$ cat src/rtl/fetch_stage.sv
`default_nettype none
// ============================================================================
//  Module      : fetch_stage
//  Description : Instruction-fetch stage of the pipelined LEGv8 core. Holds
//                the PC, drives the instruction-memory address and registers
//                {instruction, PC, PC+4} into the IF/ID pipeline register.
//                Applies hazard stalls and branch redirects resolved further
//                down the pipe.
//  Ports       : clk, reset        - clock, synchronous active-high reset
//                stall             - hold PC and IF/ID this cycle
//                redirect          - taken branch resolved downstream
//                redirect_pc       - branch target (low 2 bits discarded)
//                imem_addr         - instruction-memory address (= PC)
//                imem_instr        - instruction at imem_addr, same cycle
//                pc_out            - current PC (debug/trace)
//                ifid_instr        - IF/ID instruction to decode
//                ifid_pc           - IF/ID address of ifid_instr
//                ifid_pc_plus4     - IF/ID ifid_pc+4 (BL link value)
//                ifid_valid        - IF/ID holds a real instruction
//  Revision    : 1.0 - initial release
// ============================================================================
module fetch_stage #(
    parameter int                 ADDR_W   = 64,
    parameter int                 INSTR_W  = 32,
    parameter logic [ADDR_W-1:0]  RESET_PC = '0
) (
    input  logic                clk,
    input  logic                reset,
    input  logic                stall,
    input  logic                redirect,
    input  logic [ADDR_W-1:0]   redirect_pc,
    output logic [ADDR_W-1:0]   imem_addr,
    input  logic [INSTR_W-1:0]  imem_instr,
    output logic [ADDR_W-1:0]   pc_out,
    output logic [INSTR_W-1:0]  ifid_instr,
    output logic [ADDR_W-1:0]   ifid_pc,
    output logic [ADDR_W-1:0]   ifid_pc_plus4,
    output logic                ifid_valid
);

    localparam logic [ADDR_W-1:0] c_pc_step = ADDR_W'(4);

    logic [ADDR_W-1:0]  r_pc;
    logic [INSTR_W-1:0] r_ifid_instr;
    logic [ADDR_W-1:0]  r_ifid_pc;
    logic [ADDR_W-1:0]  r_ifid_pc_plus4;
    logic               r_ifid_valid;

    // Wraps modulo 2^ADDR_W; no overflow indication is wanted.
    logic [ADDR_W-1:0]  w_pc_plus4;
    // Branch targets are forced word-aligned.
    logic [ADDR_W-1:0]  w_redirect_aligned;

    assign w_pc_plus4         = r_pc + c_pc_step;
    assign w_redirect_aligned = {redirect_pc[ADDR_W-1:2], 2'b00};

    // Priority: reset > redirect > stall > advance. A redirect squashes
    // whatever was fetched this cycle, even while the hazard unit stalls.
    always_ff @(posedge clk) begin
        if (reset) begin
            r_pc            <= RESET_PC;
            r_ifid_instr    <= '0;
            r_ifid_pc       <= '0;
            r_ifid_pc_plus4 <= '0;
            r_ifid_valid    <= 1'b0;
        end else if (redirect) begin
            r_pc            <= w_redirect_aligned;
            r_ifid_instr    <= '0;
            r_ifid_pc       <= '0;
            r_ifid_pc_plus4 <= '0;
            r_ifid_valid    <= 1'b0;
        end else if (!stall) begin
            r_pc            <= w_pc_plus4;
            r_ifid_instr    <= imem_instr;
            r_ifid_pc       <= r_pc;
            r_ifid_pc_plus4 <= w_pc_plus4;
            r_ifid_valid    <= 1'b1;
        end
        // stall without redirect: everything holds, same address refetched.
    end

    assign imem_addr     = r_pc;
    assign pc_out        = r_pc;
    assign ifid_instr    = r_ifid_instr;
    assign ifid_pc       = r_ifid_pc;
    assign ifid_pc_plus4 = r_ifid_pc_plus4;
    assign ifid_valid    = r_ifid_valid;

endmodule
`default_nettype wire

$ cat config.mk
export PLATFORM = sky130hd
export DESIGN_NAME = fetch_stage
export DESIGN_NICKNAME = d
export VERILOG_FILES = /design/src/rtl/fetch_stage.sv
export SDC_FILE = /design/constraint.sdc
export NUM_CORES = 1
export LEC_CHECK = 0
export BUFFER_PORTS_ARGS = -buffer_cell sky130_fd_sc_hd__buf_2
export CORE_UTILIZATION = 35
export DETAILED_ROUTE_END_ITERATION = 10
export RECOVER_POWER = 100
export SKIP_LAST_GASP = 1
export SYNTH_ARGS = -nofsm -noshare
export SYNTH_HDL_FRONTEND = slang
export SYNTH_SLANG_ARGS = --single-unit
$ cat constraint.sdc
create_clock -name clk -period 2.14 [get_ports clk]
set_input_delay 0.107 -clock clk [delete_from_list [all_inputs] [get_ports clk]]
set_output_delay 0.107 -clock clk [all_outputs]
set_load 0.005 [all_outputs]
==> qor.csv, run 1 <==
stage,metric,value,unit
clock_network,numCtsBuffers,26,
yosys,syn-instance-count,1224,
clock_network,htreeDepth,1,
yosys,async_flop_share,0,
drt,drtAntennaViolNets,0,
job,drv_cap,0,
drt,routed_via_density,4.99,
yosys,synthMuxAreaShare,0.0952,
timing,fin_crit,2.10,ns
timing,setup-violations-final,0,
floorplan,fp-row-count,63,
yosys,synth_cell_types,54,
place,place.gp.congestion,0.898,
clock_network,clk-insertion-delay-late,0.53,ns
timing,slew_headroom,0.608,
critical_path,startpoint_type,register,
clock_network,clockRootBuffer,clkbuf_16,
floorplan,start_util,0.355,
drt,dr.pass1.iters,5,
floorplan,core,29600,µm²
global_routing,grt_pass1_wl,56000,µm
layout,fin_nets,1792,
yosys,ys_ff_latch,219,
power,p_leak,6.91,nW
timing,fmax,477,MHz
clock_network,cts_tree,yes,
layout,synthToLayoutAreaGrowth,42.4,%
clock_network,clk_pin_slew,0.06,ns
drt,wl_per_cell,17.6,µm
drt,drc,0,
yosys,ys.flop_type,dfxtp_1,
timing,fin_crit_sh,0.980,
yosys,synth_area,10500,µm²
timing,timing.final.ws_setup,0.0434,ns
timing,holdWs,0.0807,ns
global_routing,grt_max_degree,61,
power,ir_drop,0.472,mV
yosys,synth_edf_count,0,
global_routing,grt-ovfl-total,0,
floorplan,dieWidth,175,µm
clock_network,cts_sinks,219,
layout,multi_input_area,5330,µm²
layout,seq_area,4410,µm²
layout,insertedDiodeCount,0,
yosys,synthSimpleGateAreaFrac,0.213,
drt,drt_iter0_markers,632,
yosys,yosys.area_share.adder,0.00119,
critical_path,cp_data_arrival_time,2.55,ns
yosys,synthXorXnorAreaFrac,0.0823,
timing,worst_pin_slew,0.588,ns
yosys,synth_compound_area_frac,0.0956,
critical_path,cp-end-kind,register,
yosys,ys_seq_area_frac,0.416,
outcome,status,"finished, final reports clean",
timing,hold_viol,0,
place,detailedPlace.worstSlack,-0.0665,ns
timing,rsz0062_at_grt,yes,
global_routing,grt_pass1_vias,9860,
drt,vias,10469,
timing,skew,0.0105,ns
floorplan,die_height,175,µm
global_routing,track_usage,0.231,
yosys,syn_avg_cell_area,8.60,µm²
hold_path,hold_path_class,in2reg,
floorplan,ios,389,
critical_path,crit_chain,ha_4 > and4_4 > nand4_4 > or4_4 > or3_1 > a31oi_1,
critical_path,crit_type,reg2reg,
layout,n_fill_cell,2894,
timing,fin_tns_setup,0,ns
yosys,synth_top_family_by_area,simple AND/OR/NAND/NOR gates,
timing,maxSlewViolCount,0,
yosys,yosys_warnings,0,
critical_path,max_stage_delay,0.64,ns
layout,utilization,0.506,
critical_path,cp.required,2.59,ns
place,port_buffers,378,
global_routing,antenna_found_initial,1,
critical_path,critPathMaxFanout,7,
clock_network,clock_path_buffers,3,
drt,drt_wl_total,37000,µm
place,dpl.hpwl,27000,µm
layout,drive_gt1_frac,0.363,
floorplan,design.die.area,30800,µm²
critical_path,slowest_stage,or4_4,
power,power.density,682,nW/µm²
-- cells in the mapped netlist, types with 2 or more instances --
master | instances | area [µm²]
nand4_2 | 4 | 50.1
a31oi_1 | 2 | 12.5
nor2_1 | 189 | 709
nor3_2 | 2 | 20.0
xnor2_1 | 71 | 622
clkbuf_1 | 55 | 206
nand2_1 | 75 | 282
inv_1 | 6 | 22.5
o21ai_0 | 54 | 270
o21a_1 | 3 | 22.5
nand3_2 | 2 | 20.0
nand3_1 | 35 | 175
xor2_1 | 28 | 245
o21bai_1 | 2 | 15.0
buf_1 | 13 | 48.8
or3_1 | 12 | 75.1
or4_1 | 3 | 22.5
o22ai_1 | 8 | 50.1
nor4_2 | 2 | 25.0
dfxtp_1 | 219 | 4380
or4_4 | 2 | 22.5
and2_1 | 4 | 25.0
or2_2 | 3 | 18.8
nor2b_1 | 5 | 31.3
and4bb_2 | 2 | 25.0
nand4_1 | 22 | 138
buf_2 | 26 | 130
mux2i_1 | 99 | 991
a311oi_1 | 8 | 70.1
a211oi_1 | 23 | 173
buf_4 | 78 | 586
a21oi_1 | 73 | 365
and4_1 | 11 | 96.3
nor4_4 | 2 | 42.5
and3_1 | 22 | 138
nor4_1 | 11 | 68.8
nor3_1 | 31 | 155
-- layout by cell type (no fill, tap or decap), drive strengths merged, types with 12 or more instances in the layout --
cell type	count
nand3	37
dfxtp	219
a21oi	73
nor4	15
nand4	27
or3	13
clkbuf	36
and3	22
o21ai	55
nor3	33
nand2	75
xnor2	71
xor2	28
buf	509
a211oi	23
mux2i	99
and4	12
nor2	189
dlygate4sd3	95
-- area by class of cell --
| cell class | instances | area share |
|---|---|---|
| multi-input combinational | 832 | 0.356 |
| sequential | 219 | 0.294 |
| timing repair buffer | 605 | 0.259 |
| clock buffer | 35 | 0.0504 |
| tap | 390 | 0.0325 |
| clock inverter | 12 | 0.00709 |
| inverter | 7 | 0.00175 |
-- per-layer routing --
metal	wire (µm)	part of all wire	track usage
met1	16300	0.44	0.298
met2	17500	0.47	0.393
met3	2470	0.067	0.0455
met4	845	0.023	0.0594
met5	0	0	0
-- where the power goes --
part | leakage, nW | total (mW) | internal (mW) | switching (mW)
registers | 1.79 | 4.36 | 4.24 | 0.125
logic | 4.70 | 1.41 | 0.688 | 0.723
clock network | 0.415 | 4.45 | 2.60 | 1.84
-- worst max-delay path, delay by kind of cell, from the launching register on --
family / cells / cell delay (ns)
and+or+nand+nor: 4 / 1.35
adders and majority gates: 1 / 0.15
DFF: 1 / 0.36
AOI/OAI and AO/OA: 1 / 0.16
-- worst paths after layout --
kind | startpoint | endpoint | slack [ns] | cells after the start
worst max-delay path | imem_addr[2] | ifid_pc_plus4[42] | 0.04 | 6
worst max register to register | imem_addr[2] | ifid_pc_plus4[42] | 0.04 | 6
worst min register to register | ifid_pc_plus4[54] | ifid_pc_plus4[54] | 0.45 | 2
worst min-delay path | redirect | imem_addr[54] | 0.08 | 3
-- cells by family after synthesis --
family	after synthesis
AO/OA/AOI/OAI	177
XOR/XNOR	99
adder cells (fa/ha/maj)	1
buffers and inverters	180
flip-flops	219
multiplexers	100
other	1
AND/OR/NAND/NOR	447
-- metrics by stage --
| stage | area (µm²) | std cells | power [mW] |
|---|---|---|---|
| global placement | 13000 | 1953 | 5.69 |
| floorplan | 10600 | 1231 | 5.18 |
| finish | 15000 | 2100 | 10.2 |
| CTS | 14800 | 2095 | 10.3 |
| detailed placement | 13000 | 1953 | 5.70 |
| global route | 15000 | 2100 | 10.6 |
-- repair_timing --
item,4_1_cts,5_1_grt
gates resized for setup,4,40
hold buffers,95,0
setup buffers,0,5
setup endpoints to repair,11,38
hold endpoints to repair,95,0
pin swaps,2,14
-- state kept, by name, indices dropped and copies added (netlist names) --
| register | flops |
|---|---|
| ifid_valid | 1 |
| ifid_pc | 62 |
| ifid_instr | 32 |
| ifid_pc_plus4 | 62 |
| imem_addr | 62 |
Power figures use the tool's default switching activity.
==> run 2: changes to the inputs <==
ABC_AREA = 1   (was not set)
CORE_ASPECT_RATIO = 1.4   (was not set)
PLACE_DENSITY = 0.66   (was not set)
==> run 2 against run 1 <==
  * The flow now finishes with violations (capacitance limit, slew limit)
  * Flip-flop and latch count unchanged
  * Setup slack better by 0.12 ns
  * First-iteration DRC count down 1.1%
  * Largest power group is now sequential cells
  * Register-to-register slack gained 0.12 ns
  * Critical endpoint is now ifid_pc_plus4[46]
  * Via count increased by 7.6%
  * Sequential share of layout area increased by 2.9 points
==> qor.csv, run 2 <==
stage,metric,value,unit
critical_path,crit_type,reg2reg,
floorplan,fp-row-count,73,
critical_path,startpoint_type,register,
drt,drc,0,
yosys,ys_seq_area_frac,0.426,
yosys,async_flop_share,0,
global_routing,grt_pass1_wl,61100,µm
clock_network,htreeDepth,1,
layout,n_fill_cell,3031,
yosys,synth_cell_types,33,
hold_path,hold_path_class,in2reg,
yosys,ys_ff_latch,219,
global_routing,antenna_found_initial,0,
layout,final_common_cell,nand2_1,
critical_path,cp_data_arrival_time,2.39,ns
timing,fin_crit_sh,0.926,
place,dpl.hpwl,30400,µm
yosys,synthTopCellsByArea,"dfxtp_1 43%, nand2_1 20%, o21ai_0 6.2%, buf_4 5.3%, a21oi_1 4.8%",
clock_network,cts_tree,yes,
job,drv_cap,1,
critical_path,cp.required,2.55,ns
yosys,yosys_warnings,0,
timing,hold_viol,0,
power,ir_drop,0.446,mV
timing,maxSlewViolCount,36,
timing,worst_pin_slew,1.53,ns
clock_network,cts_sinks,219,
yosys,synth.most_common_cell,nand2_1,
power,p_leak,6.18,nW
outcome,violations,"capacitance limit, slew limit",
global_routing,grt-ovfl-total,0,
yosys,syn-instance-count,1501,
yosys,synth_commonest_cells,"536 x nand2_1, 219 x dfxtp_1, 128 x o21ai_0",
layout,fin_nets,2021,
timing,skew,0.00863,ns
global_routing,track_usage,0.264,
power,power.density,677,nW/µm²
drt,drt_wl_total,40800,µm
yosys,ys.flop_type,dfxtp_1,
floorplan,start_util,0.358,
floorplan,core,28700,µm²
floorplan,design.die.area,30100,µm²
outcome,status,"finished, violations left",
timing,setup-violations-final,0,
critical_path,critPathMaxFanout,6,
timing,slew_headroom,-0.0172,
timing,fmax,505,MHz
clock_network,clk_pin_slew,0.07,ns
drt,drt_iter0_markers,625,
timing,fin_crit,1.98,ns
floorplan,die_height,205,µm
place,port_buffers,378,
clock_network,clock_path_buffers,3,
yosys,syn_avg_cell_area,6.85,µm²
clock_network,clockRootBuffer,clkbuf_16,
drt,wl_per_cell,17.7,µm
drt,vias,11267,
layout,drive_gt1_frac,0.164,
timing,rsz0062_at_grt,no,
critical_path,cp-end-kind,register,
layout,synthToLayoutAreaGrowth,32.2,%
floorplan,dieWidth,147,µm
place,placed_area,12300,µm²
clock_network,clk-insertion-delay-late,0.52,ns
yosys,synth_area,10300,µm²
drt,drtAntennaViolNets,0,
yosys,netlist.top_cell.by_area,dfxtp_1,
power,finalPower,9.21,mW
global_routing,grt_pass1_vias,10864,
layout,layout_common_cells,"536 x nand2_1, 220 x buf_2, 217 x dfxtp_1",
layout,fin_area,13600,µm²
timing,fin_tns_setup,0,ns
global_routing,grt_max_degree,77,
floorplan,ios,389,
yosys,synth_top_area_share,0.426,
yosys,synth_edf_count,0,
drt,routed_via_density,4.88,
clock_network,numCtsBuffers,22,
layout,insertedDiodeCount,0,
place,place.gp.congestion,0.965,
drt,dr.pass1.iters,6,
==> run 2: report_power, final <==
group | switching (mW) | internal (mW) | leakage (nW)
Combinational | 0.624 | 0.454 | 4.06
Clock | 1.64 | 2.10 | 0.332
Sequential | 0.159 | 4.24 | 1.79
Total | 2.42 | 6.78 | 6.18
==> run 2: kinds of logic after synthesis <==
logic type | Yosys count | synth area share
simple gates | 795 | 0.329
flops | 219 | 0.426
other cells | 1 | 0.000365
xor+xnor | 5 | 0.00426
compound gates | 259 | 0.129
fa+ha+maj | 1 | 0.00122
buf+inv | 221 | 0.111
==> run 2: final timing paths <==
kind / cells past startpoint / endpoint / slack [ns] / from
setup reg to reg: 10 / ifid_pc_plus4[46] / 0.16 / imem_addr[3]
hold / removal: 5 / imem_addr[47] / 0.04 / redirect_pc[47]
setup / recovery: 10 / ifid_pc_plus4[46] / 0.16 / imem_addr[3]
hold reg to reg: 2 / ifid_pc_plus4[8] / 0.45 / ifid_pc_plus4[8]
==> run 2: stage by stage <==
stage / util / hold WS (ns) / worst slack (ns) / cells
floorplan: - / 0.246 / 0.539 / 1508
global placement: 0.429 / 0.334 / 0.198 / 2176
detailed placement: 0.429 / 0.348 / 0.107 / 2176
CTS: 0.485 / 0.0135 / 0.0934 / 2307
global route: 0.474 / 0.0156 / 0.0242 / 2309
finish: 0.474 / 0.0414 / 0.159 / 2309
==> run 2: layout make-up <==
cell class,instances,area [µm²],share of cell area
Inverter,89,337,0.0248
Sequential cell,219,4390,0.323
Timing Repair Buffer,520,2960,0.217
Multi-Input combinational cell,1068,4770,0.351
Tap cell,375,469,0.0345
Clock buffer,32,608,0.0448
Clock inverter,6,66.3,0.00488
==> run 2: critical path, cell delays in order (launching register included) <==
cell and delay, ns:
dfxtp_2 0.38, ha_1 0.18, nand2_1 0.13, nor2_4 0.24, nand2_4 0.12, nor2_4 0.14
nand2_1 0.16, inv_1 0.24, nand3_1 0.10, nand3_1 0.11, nand2_1 0.05
==> run 2: timing repair <==
action,CTS,global route
endpoints found under the hold margin,93,0
setup buffers,0,2
hold buffers,93,0
resized for setup,0,3
setup endpoints to repair,0,14
==> run 2: routing by layer <==
layer / part of all wire / vias up / track usage
met5: 0 / - / 0
met4: 0.047 / 0 / 0.123
met3: 0.047 / 108 / 0.0261
met2: 0.50 / 398 / 0.483
met1: 0.41 / 5180 / 0.306
li1: - / 5581 / -
